==> src/rtl/serial_adder_host.sv <==
// Host controller for a bit-serial adder: feeds two operands LSB first, collects the
// serial sum and presents it as a parallel result with carry out.
module serial_adder_host #(
  parameter int unsigned WIDTH = 8,
  parameter int unsigned ZLAT  = 0
) (
  input  logic             clk,
  input  logic             reset,
  input  logic             start,
  input  logic [WIDTH-1:0] a,
  input  logic [WIDTH-1:0] b,
  output logic             x,
  output logic             y,
  input  logic             z,
  output logic             add_clr,
  output logic             busy,
  output logic             done,
  output logic [WIDTH-1:0] sum,
  output logic             cout
);

  localparam int unsigned SW = WIDTH + 1;
  localparam int unsigned CW = $clog2(WIDTH + 1);

  typedef enum logic [2:0] {IDLE, CLEAR, SHIFT, FLUSH, DONE_ST} state_t;

  state_t          state, state_n;
  logic [SW-1:0]   sa, sa_n, sb, sb_n, res, res_n;
  logic [CW-1:0]   cnt, cnt_n;
  logic            x_n, y_n, clr_n, busy_n, done_n, cout_n, cap;
  logic [WIDTH-1:0] sum_n;

  // State and registered outputs
  always_ff @(posedge clk or negedge reset) begin
    if (!reset) begin
      state   <= IDLE;
      sa      <= '0;
      sb      <= '0;
      res     <= '0;
      cnt     <= '0;
      x       <= 1'b0;
      y       <= 1'b0;
      add_clr <= 1'b0;
      busy    <= 1'b0;
      done    <= 1'b0;
      sum     <= '0;
      cout    <= 1'b0;
    end else begin
      state   <= state_n;
      sa      <= sa_n;
      sb      <= sb_n;
      res     <= res_n;
      cnt     <= cnt_n;
      x       <= x_n;
      y       <= y_n;
      add_clr <= clr_n;
      busy    <= busy_n;
      done    <= done_n;
      sum     <= sum_n;
      cout    <= cout_n;
    end
  end

  // Next state; x/y are loaded one edge ahead so they line up with the SHIFT cycles
  always_comb begin
    state_n = state;
    sa_n    = sa;
    sb_n    = sb;
    res_n   = res;
    cnt_n   = cnt;
    x_n     = 1'b0;
    y_n     = 1'b0;
    cap     = 1'b0;
    sum_n   = sum;
    cout_n  = cout;

    case (state)
      IDLE: begin
        if (start) begin
          sa_n    = {1'b0, a};
          sb_n    = {1'b0, b};
          res_n   = '0;
          cnt_n   = '0;
          state_n = CLEAR;
        end
      end
      CLEAR: begin
        x_n     = sa[0];
        y_n     = sb[0];
        sa_n    = sa >> 1;
        sb_n    = sb >> 1;
        state_n = SHIFT;
      end
      SHIFT: begin
        // with a registered adder the first Z after CLEAR is stale
        cap   = (ZLAT == 0) || (cnt != '0);
        cnt_n = cnt + CW'(1);
        if (cnt == CW'(WIDTH)) begin
          state_n = (ZLAT == 0) ? DONE_ST : FLUSH;
        end else begin
          x_n  = sa[0];
          y_n  = sb[0];
          sa_n = sa >> 1;
          sb_n = sb >> 1;
        end
      end
      FLUSH: begin
        cap     = 1'b1;
        state_n = DONE_ST;
      end
      DONE_ST: state_n = IDLE;
      default: state_n = IDLE;
    endcase

    if (cap) res_n = {z, res[SW-1:1]};

    clr_n  = (state_n == CLEAR);
    busy_n = (state_n == CLEAR) || (state_n == SHIFT) || (state_n == FLUSH);
    done_n = (state_n == DONE_ST);
    if (state_n == DONE_ST) begin
      sum_n  = res_n[WIDTH-1:0];
      cout_n = res_n[WIDTH];
    end
  end

endmodule

==> config.mk <==
export PLATFORM = sky130hd
export DESIGN_NAME = serial_adder_host
export DESIGN_NICKNAME = d
export VERILOG_FILES = /design/src/rtl/serial_adder_host.sv
export SDC_FILE = /design/constraint.sdc
export NUM_CORES = 1
export LEC_CHECK = 0
export ABC_AREA = 1
export CAP_MARGIN = 5
export CELL_PAD_IN_SITES_DETAIL_PLACEMENT = 0
export CELL_PAD_IN_SITES_GLOBAL_PLACEMENT = 1
export CORE_UTILIZATION = 45
export CTS_CLUSTER_DIAMETER = 120
export DETAILED_ROUTE_END_ITERATION = 8
export DONT_BUFFER_PORTS = 1
export PLACE_DENSITY_LB_ADDON = 0.1
export SYNTH_ARGS = -nofsm -noshare
export SYNTH_HDL_FRONTEND = slang
export SYNTH_SLANG_ARGS = --single-unit
==> constraint.sdc <==
create_clock -name clk -period 1.7 [get_ports clk]
set_input_delay 0.51 -clock clk [delete_from_list [all_inputs] [get_ports clk]]
set_output_delay 0.51 -clock clk [all_outputs]
set_load 0.005 [all_outputs]
[Word level (Yosys, flattened, before mapping)]
Cells that the tools add are included.
Cells by class
  equal/unequal tests: 10
  $add $sub $neg: 1
  mux-type cells: 19
  reductions and logical operators: 8
Operators with widths (number)
  two-way mux 9 bit: 7
  case mux 9 bit (3 select lines): 2
  equality test 3 x 2 -> 1 bit, second input constant: 4
  case mux 3 bit (4 select lines): 1
  case mux 4 bit (2 select lines): 1
  equality test 3 x 1 -> 1 bit, second input constant: 2
  two-way mux 3 bit: 2
  adder 4 x 1 -> 4 bit, second input constant: 1
  equality test 4 bit, second input constant: 1
  two-way mux 4 bit: 1
  inequality test 2 bit, second input constant: 2
  case mux 1 bit (2 select lines): 2
  equality test 3 bit, second input constant: 1
  logical NOT 3 bit: 1
  two-way mux 1 bit: 3
  AND reduction 3 bit: 1
  nonzero test 3 bit: 1
  logical OR 1 bit: 2
  AND reduction 2 bit: 1
  nonzero test 2 bit: 1
  OR reduction 2 bit: 1
Storage, ports and cells
  logic and storage cells: 50
  register bits after elaboration: 48
  output and inout bits: 14

[Longest topological paths before layout]
Gate-level depths: netlist of the first run.
  word-level depth: 6
  mapped depth: 10

[Least setup slack after synthesis of the first run]
OpenSTA, ideal clock, no wires.
  path type: register to register
  start: register cnt[0]
  end: register sa[3]
  data arrival time: 1.216 ns
  library setup time: 0.116 ns
  cell stages (with the launch flop): 11
  path slack: 0.367 ns
  data required time: 1.584 ns
  period minus slack after synthesis: 1.333 ns
  path through: dfrtp_1 inv_1 ha_1 nand2_1 nor2_1 nand2_1 nand2_2 buf_6 buf_6 nand3_1 nand2_1
On the way
  longest elaborated chain between the ends: 3
RTL lines
  from (decl): RTL line 29  | logic [CW-1:0] cnt, cnt_n;
  from (signal assigned): RTL line 53  | cnt <= cnt_n;
  equality test 4 bit: RTL line 98  | if (cnt == CW'(WIDTH)) begin
  inequality test 2 bit (no line)
  AND reduction 3 bit (no line)
  to (signal assigned): RTL line 50  | sa <= sa_n;
  to (decl): RTL line 28  | logic [SW-1:0] sa, sa_n, sb, sb_n, res, res_n;
Every way passes these cells.
A chain may end at the register's enable or synchronous reset.

[Final worst setup path of the first run]
  start: register cnt[0]
  end: register sb[1]
On the way
  longest elaborated chain between the ends: 3
RTL lines
  equality test 4 bit: RTL line 98
  inequality test 2 bit (no line)
  AND reduction 3 bit (no line)
  to (signal assigned): RTL line 51  | sb <= sb_n;
  to (decl): RTL line 28
Every way passes these cells.

==> results of run 1 <==
layer usage:
layer	global-route usage	up-vias
li1	-	792
met1	0.2702	700
met2	0.2660	48
met3	0.04906	6
met4	0.05333	0
met5	0	-
where the power goes:
group          internal, mW  total (mW)  switching (mW)  leakage, nW
clock network         0.292       0.619           0.327       0.0395
registers              1.54        1.87           0.327        0.587
logic                 0.610        1.80            1.19        0.506
logic make-up after synthesis:
logic type / after synthesis
xor gates and xnor gates: 2
and+or+nand+nor: 134
buffers and inverters: 34
DFF: 45
adders and majority gates: 2
AOI/OAI and AO/OA: 30
cells in the final DEF, fill, tap and decap left out:
cell type / count
sky130_fd_sc_hd__nand2_2: 1
sky130_fd_sc_hd__ha_1: 2
sky130_fd_sc_hd__nand3_2: 1
sky130_fd_sc_hd__a21oi_1: 1
sky130_fd_sc_hd__xnor2_1: 1
sky130_fd_sc_hd__nor2_1: 7
sky130_fd_sc_hd__xor2_1: 1
sky130_fd_sc_hd__buf_4: 6
sky130_fd_sc_hd__nor2_4: 2
sky130_fd_sc_hd__inv_1: 20
sky130_fd_sc_hd__nand2_1: 79
sky130_fd_sc_hd__clkbuf_1: 3
sky130_fd_sc_hd__clkbuf_8: 5
sky130_fd_sc_hd__nand3b_1: 1
sky130_fd_sc_hd__o21ai_1: 2
sky130_fd_sc_hd__dfrtp_1: 45
sky130_fd_sc_hd__a21oi_2: 1
sky130_fd_sc_hd__o21ai_0: 26
sky130_fd_sc_hd__nand3_1: 40
sky130_fd_sc_hd__inv_2: 3
sky130_fd_sc_hd__buf_16: 1
sky130_fd_sc_hd__nand2_4: 3
final cells by class:
class,instances,area [um2]
Sequential cell,45,1126
Inverter,23,86.33
Multi-Input combinational cell,168,799.5
Fill cell,462,2185
Tap cell,52,65.06
Clock buffer,8,80.08
Timing Repair Buffer,7,72.57
per-stage QoR:
| stage | cells | power, mW | hold slack, ps |
|---|---|---|---|
| after global routing | 303 | 4.710 | 56.20 |
| after floorplan | 247 | 3.339 | 214.4 |
| after detailed placement | 294 | 3.668 | 215.4 |
| after CTS | 303 | 4.337 | 54.99 |
| final | 303 | 4.292 | 55.43 |
| after global placement | 294 | 3.620 | 215.5 |
sequential cells by signal (all words and copies together), names as in the netlist:
name,flops
sa,8
cout,1
x,1
done,1
add_clr,1
busy,1
sum,8
y,1
state,3
cnt,4
sb,8
res,8
worst register-to-register path, delay by kind of cell, from the launching register on:
family,cells,cell delay [ps]
buf+inv,1,70
flops,1,420
simple gates,7,780
fa+ha+maj,1,160
path summary, 6_finish.rpt:
kind / to / from / slack (ps)
worst max-delay path: sb[1] / cnt[0] / 160
worst min-delay path: res[3] / reset / 60
worst max register to register: sb[1] / cnt[0] / 160
worst min register to register: x / sa[0] / 500
max in group asynchronous: busy / reset / 1440
min in group clk: res[8] / z / 360
==> impl_summary.md, run 1 <==
Outcome
The run finished with clean final reports.

Setup path
Broken down by cell family, the worst path's largest delay share belongs to simple AND/OR/NAND/NOR gates. The most frequent cell on the critical path is sky130_fd_sc_hd__nand2_1. The type of origin of the critical path is a flip-flop. Of all nets on the critical path, the largest fanout is 17. The element type at the critical path end is a flip-flop. The critical path is of the flip-flop to flip-flop type. The critical path goes through inv_1, ha_1, nand2_1, nor2_1, nand2_1, nand2_2, nand2_4, nand2_1, nand2_1. The largest single stage delay on the critical path is 420 ps. At the worst endpoint, the arrival time is 1720 ps.

The critical path depth is 9. The number of buffers and inverters on the critical path is 1. The worst endpoint required time is 1880 ps. The number of cells traversed by the worst register-to-register path is 9. The cell with the biggest individual delay on the critical path is sky130_fd_sc_hd__dfrtp_1.

Global routing
The maximum number of pins on one net before global-route repair is 46. Across every metal layer, demand over resource in global routing totals 0.1838. The first global-routing pass estimated 7086 um of wire. The initial antenna violation count is 0. The number of global-route vias before repair is 1,490. The total overflow left after global routing is 0.

Place
The estimated wirelength of the detail-placed design is 2748 um. Before CTS, the worst setup slack after placement is 173.1 ps. The placer congestion estimate is 0.7502. Buffers placed on the I/O ports in this run total 0. After detailed placement, the total cell area comes to 2122 um2.

Yosys
Counting flops with an async set or reset pin after synthesis yields a share of 1.000. Of the total synthesized cell area, the portion taken by full adders, half adders and majority gates is 0.01201. The combinational family with the most area after synthesis is simple AND/OR/NAND/NOR gates.

The total nets after synthesis is 269. By area the synthesized netlist is led by sky130_fd_sc_hd__dfrtp_1 (54%), sky130_fd_sc_hd__nand2_1 (14%), sky130_fd_sc_hd__nand3_1 (9.6%), sky130_fd_sc_hd__o21ai_0 (6.2%), sky130_fd_sc_hd__inv_1 (3.6%). sky130_fd_sc_hd__dfrtp_1 takes more of the synthesized area than any other cell. The total number of yosys warnings is 0.

Of the total synthesized cell area, the portion taken by XOR and XNOR cells is 0.008408. The gate count after technology mapping is 247. The commonest register cell after synthesis is sky130_fd_sc_hd__dfrtp_1.

The post-synthesis compound-gate area fraction was 0.07387. The share of the synthesized area in the top cell type is 0.5405. The synthesized design contains 45 register bits. The synthesized netlist occupies a cell area of 2083 um2. Synthesis instantiated 22 different standard cells from the library. After synthesis, the most frequently instantiated cells are sky130_fd_sc_hd__nand2_1 (79), sky130_fd_sc_hd__dfrtp_1 (45), sky130_fd_sc_hd__nand3_1 (40). The area fraction in and, or, nand and nor cells after synthesis is 0.2895. After synthesis, the share of cell area in mux cells is 0. A synthesized cell averages 8.434 um2. Among all cell types in the netlist, the one instantiated most often is sky130_fd_sc_hd__nand2_1. The number of enable flip-flop cells after synthesis is 0. For this run, the register share of the synthesized area comes to 0.5405.

Layout
In the final design database the tool counted 272 nets. The final standard cell utilization of the core is 0.5051. The final design area excluding fillers is 2230 um2.

The ratio of cells with drive above 1 in the final layout is 0.09163. The layout overhead on the synthesized area is 7.027%. The antenna diode instance count is 0.

STA
Measured against its own limit, the worst slew margin works out to 0.7392. The maximum clock frequency is 650.0 MHz. Setup repair after global routing left no endpoint under its margin. The worst path meets setup with 161.4 ps of slack. The final-report max-slew violation count is 0. The final period demand of the worst path is 1539 ps. At the pin with the least slew margin, the transition time is 391.2 ps. Across the routed clock network, the largest skew measured is 6.081 ps.

The final hold violation count is 0. The part of the cycle the worst path needs is 0.9050. Setup violations remaining at the end of the flow were counted as 0.

The final sum of negative setup slack is 0 ps.

Routing
The detailed router used layers up to and including met4. The ratio of routed vias to standard cells is 5.102. The met2 routed wirelength is 1698 um. Detailed routing placed a total of 208 um of wire on met3. The routed wire length is 4028 um. The total number of vias is 1,546. After detailed routing, the average wire length per cell comes to 13.29 um. The pre-antenna-repair detailed-routing pass consisted of 6 iterations. In this run, the number of DRC markers left after iteration 0 of detailed routing was 114. Once detail routing completed, the nets flagged for antenna violations numbered 0. For this run, design rule violations remaining after detail routing come to 0.

The routed metal-1 wirelength is 2068 um.

Die
The number of top-level design ports is 34. The initialized floorplan defines 24 standard-cell rows. The die width is 70.04 um. The overall die area is 4906 um2. In this run the vertical extent of the chip is 70.04 um. The area of the placeable core is 4414 um2.

The initial core utilization is 0.4719.

Clock network
The number of resized instances in the post-cts repair step is 0. The clock latency of the later-clocked register in the worst-skew pair is 290 ps. After clock tree synthesis, the flow added hold-fix buffers numbering 1. The tree built by TritonCTS fans out to 45 sinks. The clock tree from TritonCTS is yes. The total CTS buffers is 5.

The number of post-CTS setup repair buffers is 0. The maximum buffer depth of the clock tree is 2. Clock-pin slew was measured on the worst setup and hold paths at 80 ps. CTS placed an instance of sky130_fd_sc_hd__clkbuf_8 at the clock tree root. In this run the number of H-tree levels came out at 2.

Power
In this run the power density over the cells is 1925 nW/um2. Across the VDD grid, the largest voltage drop is 0.0008646 V. Summed over all cells, the static leakage comes to 1.133 nW.

Flow run
Across the run, the number of max-cap violations was 0.

Worst hold path
The path type of the worst min-delay path is input pin to async pin.
Power figures use the tool's default switching activity.
==> inputs of run 2 (changes only) <==
--- a/config.mk
+++ b/config.mk
@@ -13,6 +13,7 @@
 export CTS_CLUSTER_DIAMETER = 120
 export DETAILED_ROUTE_END_ITERATION = 8
 export DONT_BUFFER_PORTS = 1
+export HOLD_SLACK_MARGIN = 0.12
 export PLACE_DENSITY_LB_ADDON = 0.1
 export SYNTH_ARGS = -nofsm -noshare
 export SYNTH_HDL_FRONTEND = slang
==> run 2 against run 1 <==
Clock skew barely moved. First-iteration DRC count fell by 11%. Non-clock buffer count rose by 1. Global-route usage did not move. Combinational power barely moved. Register-to-register slack barely moved. Total power barely moved.
==> impl_summary.md, run 2 (same netlist as run 1, synthesis figures left out) <==
Layout
The final standard cell count with taps included and fillers excluded came to 304 (+0.33%). The antenna diode instance count is 0 (unchanged). The number of nets at the end of the flow is 273 (+0.37%). The commonest non-fill, non-tap cell in the layout is sky130_fd_sc_hd__nand2_1. The top cell types in the final layout, fill and taps aside, are sky130_fd_sc_hd__nand2_1 (79), sky130_fd_sc_hd__dfrtp_1 (45), sky130_fd_sc_hd__nand3_1 (40).

The final design area excluding fillers is 2240 um2 (+0.45%). The layout overhead on the synthesized area is 7.508%. The ratio of cells with drive above 1 in the final layout is 0.09127 (-0.0003636).

Power
The power per cell area is 1918 nW/um2 (-0.36%). The cell leakage power is 1.137 nW (+0.37%). The total power after layout came to 4.296 mW (about the same). The peak supply drop is 0.0008661 V (+0.18%).

Clock network
The clock latency of the later-clocked register in the worst-skew pair is 290 ps (about the same). The maximum buffer depth of the clock tree is 2 (unchanged). TritonCTS built the clock tree. The hold buffer count at cts is 2 (+1). The number of resized instances in the post-cts repair step is 0 (unchanged). The number of post-CTS setup repair buffers was 0 (unchanged). Clock tree synthesis selected as its root buffer the cell sky130_fd_sc_hd__clkbuf_8. The CTS H-tree depth was 2 (unchanged). The total CTS buffers is 5 (unchanged). The sink count of the clock tree is 45 (unchanged). The clock-pin transition on the worst setup and hold timing paths is 80 ps (about the same).

Setup path
The most frequent cell on the critical path is sky130_fd_sc_hd__nand2_1. The flop-to-flop setup slack is 160 ps (about the same). The biggest cell delay along the critical path came to 420 ps (about the same). The type of origin of the critical path is a flip-flop. The worst register-to-register path begins at cnt[0]. The largest individual stage delay along the critical path comes from the cell sky130_fd_sc_hd__dfrtp_1.

The data arrival time of the critical path is 1720 ps (about the same). The worst endpoint required time was 1880 ps (about the same). The number of buffers and inverters on the critical path came to 1 (unchanged). The critical path is of the flip-flop to flip-flop type. The critical path goes through inv_1, ha_1, nand2_1, nor2_1, nand2_1, nand2_2, nand2_4, nand2_1, nand2_1. The reg-to-reg critical path endpoint is sb[1].

The number of cells traversed by the worst register-to-register path is 9 (unchanged). The element type at the critical path end is a flip-flop. The family with the most delay on the worst path is simple AND/OR/NAND/NOR gates. The maximum fanout count along the critical path came to 17 (unchanged).

Routing
The residual antenna-violating net count after detailed routing is 0 (unchanged). The number of remaining DRC errors is 0 (unchanged). The total number of vias is 1,562 (+1.0%). The routed wire length came to 4032 um (about the same). The detailed router's first-iteration violation count is 102 (-11%).

The wire length per cell is 13.26 um (-0.23%). The ratio of routed vias to standard cells came to 5.138 (+0.70%). The first-pass detailed-route iteration total came to 4 (-2).

Place
The area after detailed placement came to 2122 um2 (unchanged). The number of placed instances with taps included is 294 (unchanged). The number of buffer cells added on primary ports is 0 (unchanged). The estimated wirelength of the detail-placed design is 2748 um (unchanged). The placer congestion estimate is 0.7502 (unchanged).

STA
The final-report max-slew violation count is 0 (unchanged). Setup repair after global routing left no endpoint under its margin. The headroom to the max-slew limit is 0.7414 (+0.002214).

The transition time at the pin with the least slew margin came to 387.8 ps (-3.321 ps). The final sum of negative setup slack is 0 ps (unchanged). The maximum clock frequency came to 649.3 MHz (-0.10%). The maximum clock skew at final layout came to 6.011 ps (-0.07000 ps).

The total setup violations reported at the end of the flow is 0 (unchanged). The part of the cycle the worst path needs was 0.9059 (+0.0009112). The final hold violation count is 0 (unchanged). The final period demand of the worst path is 1540 ps (+1.549 ps).

Global routing
The total routing resource utilization after global routing is 0.1838 (unchanged). The first-pass GRT wire length is 7093 um (about the same). The number of global-route vias before repair came to 1,493 (+0.20%). The maximum number of pins on one net before global-route repair came to 46 (unchanged). The initial antenna violation count is 0 (unchanged). The global route total overflow is 0 (unchanged).

Worst hold path
The worst hold path belongs to the class input pin to flip-flop. The worst hold path was traced through 2 stages. The end point of the most critical hold path is res[8].

The startpoint of the most critical hold path is z.

Die
The overall die area is 4906 um2 (unchanged). The initial core utilization is 0.4719 (unchanged). The die width is 70.04 um (unchanged). The number of rows in the core area is 24 (unchanged). The area of the placeable core was 4414 um2 (unchanged). The vertical die dimension was 70.04 um (unchanged). The number of top-level design ports came to 34 (unchanged).

Flow run
The max capacitance violation total is 0 (unchanged).

Outcome
The flow ran to the end, and the final reports show no timing, DRC or antenna violations.
-- run 2: cell count changes in the layout (fill, tap and decap cells not counted), sizes merged --
cell         delta
dlygate4sd3     +1
-- run 2: worst max path at each step --
stage / start / endpoint / slack [ps] / cells after the start
global placement: cnt[0] / sb[5] / 230 / 9
finish: cnt[0] / sb[1] / 160 / 9
floorplan: cnt[0] / sa[3] / 370 / 10
detailed placement: cnt[0] / sb[1] / 170 / 9
global route: cnt[0] / sb[2] / 10 / 9
CTS: cnt[0] / sb[1] / 160 / 9
-- run 2: final cells by class --
cell class	count	area (um2)
clock buffer	8	80.08
fill	461	2175
inverter	23	86.33
multi-input combinational	168	799.5
sequential	45	1126
tap	52	65.06
timing repair buffer	8	82.58
-- run 2: through the flow --
step	util	hold WS (ps)	setup WS, ps
2_1_floorplan	-	214.4	367.3
3_3_place_gp	0.4807	215.5	231.4
3_5_place_dp	0.4807	215.4	173.1
4_1_cts	0.5074	340.7	156.4
5_1_grt	0.5074	349.6	11.75
6_report	0.5074	364.1	159.9
-- run 2: report_power, final --
group          internal, mW  switching (mW)
registers              1.54           0.327
clock network         0.292           0.328
logic                 0.611            1.19
total                  2.45            1.85
-- run 2: layer usage --
layer,share of wire,wire length (um),up-vias,GRT usage
met5,0,0,-,0
met4,0.013,53,0,0.05333
met3,0.056,226,6,0.04906
met2,0.42,1705,54,0.2660
met1,0.51,2046,708,0.2702
li1,-,-,794,-
-- run 2: worst reg2reg max path, delay by kind of cell (launching register included) --
kind	cells	cell delay (ps)
adder cells (fa/ha/maj)	1	160
buffers and inverters	1	70
flip-flops	1	420
AND/OR/NAND/NOR	7	780
==> inputs of run 3 (changes only) <==
--- a/config.mk
+++ b/config.mk
@@ -9,10 +9,9 @@
 export CAP_MARGIN = 5
 export CELL_PAD_IN_SITES_DETAIL_PLACEMENT = 0
 export CELL_PAD_IN_SITES_GLOBAL_PLACEMENT = 1
-export CORE_UTILIZATION = 45
+export CORE_UTILIZATION = 39
 export CTS_CLUSTER_DIAMETER = 120
 export DETAILED_ROUTE_END_ITERATION = 8
-export DONT_BUFFER_PORTS = 1
 export HOLD_SLACK_MARGIN = 0.12
 export PLACE_DENSITY_LB_ADDON = 0.1
 export SYNTH_ARGS = -nofsm -noshare
==> run 3 against run 2 <==
Register-to-register slack improved by 40 ps. Combinational power is 27% higher. Non-clock buffer count up 39. Final area is 19% higher. Clock power grew 11%. Maximum frequency shrank 7.0%. Largest cell class unchanged.
==> impl_summary.md, run 3 (same netlist as run 1, synthesis figures left out) <==
Place
The number of placed instances with taps included is 348 (+18%). The estimated wirelength of the detail-placed design is 2826 um (+2.9%). The area after detailed placement is 2517 um2 (+19%). The number of buffer cells added on primary ports was 33 (+33). The placer congestion estimate is 0.7355 (-2.0%).

STA
The final-report max-slew violation count is 0 (unchanged). The transition time at the pin with the least slew margin is 415.5 ps (+27.65 ps). The maximum clock frequency is 603.6 MHz (-7.0%). The headroom to the max-slew limit is 0.7230 (-0.01843). The part of the cycle the worst path needs came to 0.9746 (+0.06864). The final period demand of the worst path was 1657 ps (+116.7 ps).

The final hold violation count is 0 (unchanged). Setup repair after global routing left no endpoint under its margin. The maximum clock skew at final layout is 3.856 ps (-2.155 ps). The final sum of negative setup slack is 0 ps (unchanged). The total setup violations reported at the end of the flow is 0 (unchanged).

Setup path
The signal on the critical path passes through clkdlybuf4s50_1. The startpoint identified for the worst register-to-register timing path is cnt[0]. The data arrival time of the critical path is 1150 ps (-570 ps). The maximum fanout count along the critical path came to 2 (-15).

By startpoint and endpoint, the worst setup path is classified as flip-flop to output port. The reg-to-reg critical path endpoint is sa[0]. The biggest cell delay along the critical path is 500 ps (+80 ps). STA classifies the critical path endpoint as an output port.

Broken down by cell family, the worst path's largest delay share belongs to buffers and inverters. STA classifies the critical path startpoint as a flip-flop. The number of buffers and inverters on the critical path is 1 (unchanged). The worst endpoint required time is 1190 ps (-690 ps). The slowest stage of the critical path is the sky130_fd_sc_hd__clkdlybuf4s50_1 cell.

The number of cells traversed by the worst register-to-register path is 9 (unchanged). The flop-to-flop setup slack is 200 ps (+40 ps).

Clock network
CTS placed an instance of sky130_fd_sc_hd__clkbuf_8 at the clock tree root. The clock tree from TritonCTS is yes. The total CTS buffers is 5 (unchanged). The clock latency of the later-clocked register in the worst-skew pair is 290 ps (about the same). The maximum buffer depth of the clock tree was 2 (unchanged).

The CTS H-tree depth came to 2 (unchanged). The hold buffer count at cts is 0 (-2). The clock-pin transition on the worst setup and hold timing paths is 80 ps (about the same).

The sink count of the clock tree is 45 (unchanged).

Die
The number of rows in the core area is 26 (+8.3%). The number of top-level design ports was 34 (unchanged). The overall die area is 5638 um2 (+15%). The vertical die dimension came to 75.09 um (+7.2%).

The area of the placeable core is 5140 um2 (+16%). The die width is 75.09 um (+7.2%). The initial core utilization is 0.4053 (-0.06663).

Power
The power per cell area came to 1800 nW/um2 (-6.2%). The cell leakage power was 1.400 nW (+23%). The peak supply drop is 0.0008741 V (+0.92%).

Layout
The antenna diode instance count is 0 (unchanged). The ratio of cells with drive above 1 in the final layout is 0.1168 (+0.02557). The number of nets at the end of the flow was 312 (+14%). The final standard cell count with taps included and fillers excluded is 361 (+19%). Leaving out fill and tap cells, the most frequent cell in the layout is sky130_fd_sc_hd__nand2_1. The library cells used most frequently in the layout, excluding fill and tap cells, are sky130_fd_sc_hd__nand2_1 (79), sky130_fd_sc_hd__dfrtp_1 (45), sky130_fd_sc_hd__nand3_1 (40). The final design area excluding fillers was 2666 um2 (+19%). The area growth from synthesis to layout is 27.99%.

Global routing
The global route total overflow is 0 (unchanged). The total routing resource utilization after global routing is 0.1717 (-0.01218). The number of global-route vias before repair is 1,502 (+0.60%). The first-pass GRT wire length is 7279 um (+2.6%). The maximum number of pins on one net before global-route repair is 46 (unchanged). The initial antenna violation count came to 0 (unchanged).

Routing
The ratio of routed vias to standard cells was 4.626 (-10%). The wire length per cell came to 11.98 um (-9.7%). The first-pass detailed-route iteration total is 4 (unchanged).

The number of remaining DRC errors is 0 (unchanged). The total number of vias is 1,670 (+6.9%). The detailed router's first-iteration violation count is 79 (-23%).

The residual antenna-violating net count after detailed routing is 0 (unchanged). The routed wire length came to 4323 um (+7.2%).

Outcome
The run finished with clean final reports.

Worst hold path
The min-delay analysis places its worst path in the category input pin to async pin.

Flow run
The max capacitance violation total is 0 (unchanged).
[run 3: cell count changes in the layout (fill, tap and decap cells not counted), sizes merged]
cell,before,now
buf,7,15
clkbuf,8,6
clkdlybuf4s50,0,26
dlymetal6s2s,0,6
dlygate4sd3,1,0
clkinv,0,2
[run 3: power breakdown]
part / total (mW) / internal [mW] / switching [mW]
clock network: 0.688 / 0.330 / 0.359
registers: 1.82 / 1.54 / 0.283
logic: 2.29 / 0.969 / 1.32
[run 3: how the worst max path moves through the flow]
| stage | from | end | slack [ps] | cells after the start |
|---|---|---|---|---|
| after floorplan | cnt[0] | sa[3] | 370 | 10 |
| after global placement | start | sa[7] | 70 | 7 |
| after detailed placement | start | sa[7] | 40 | 7 |
| after CTS | sum[3] | sum[3] | 3 | 1 |
| after global routing | sum[5] | sum[5] | 0.5 | 1 |
| final | sum[5] | sum[5] | 40 | 1 |
[run 3: layout make-up]
cell class / instances / area, um2
fill: 558 / 2474
sequential: 45 / 1126
multi-input combinational: 168 / 799.5
timing repair buffer: 47 / 470.5
tap: 70 / 87.58
inverter: 23 / 86.33
clock buffer: 6 / 82.58
clock inverter: 2 / 13.76
[run 3: stage by stage]
step | setup slack, ps | power [mW] | util | hold slack, ps
after floorplan | 367.3 | 3.339 | - | 214.4
after global placement | 65.99 | 4.098 | 0.4898 | 487.2
after detailed placement | 44.07 | 4.111 | 0.4898 | 487.7
after CTS | 3.270 | 4.825 | 0.5085 | 191.0
after global routing | 0.4937 | 5.299 | 0.5187 | 187.8
final | 43.21 | 4.799 | 0.5187 | 172.6
[run 3: timing repair]
action	CTS	global route
setup buffers	0	5
setup endpoints to repair	0	9
gates resized for setup	0	6
[run 3: layer usage]
| metal | share of wire | global-route usage |
|---|---|---|
| met3 | 0.040 | 0.03347 |
| met1 | 0.55 | 0.2735 |
| met2 | 0.41 | 0.2322 |
| met5 | 0 | 0 |
| met4 | 0.0032 | 0.05031 |
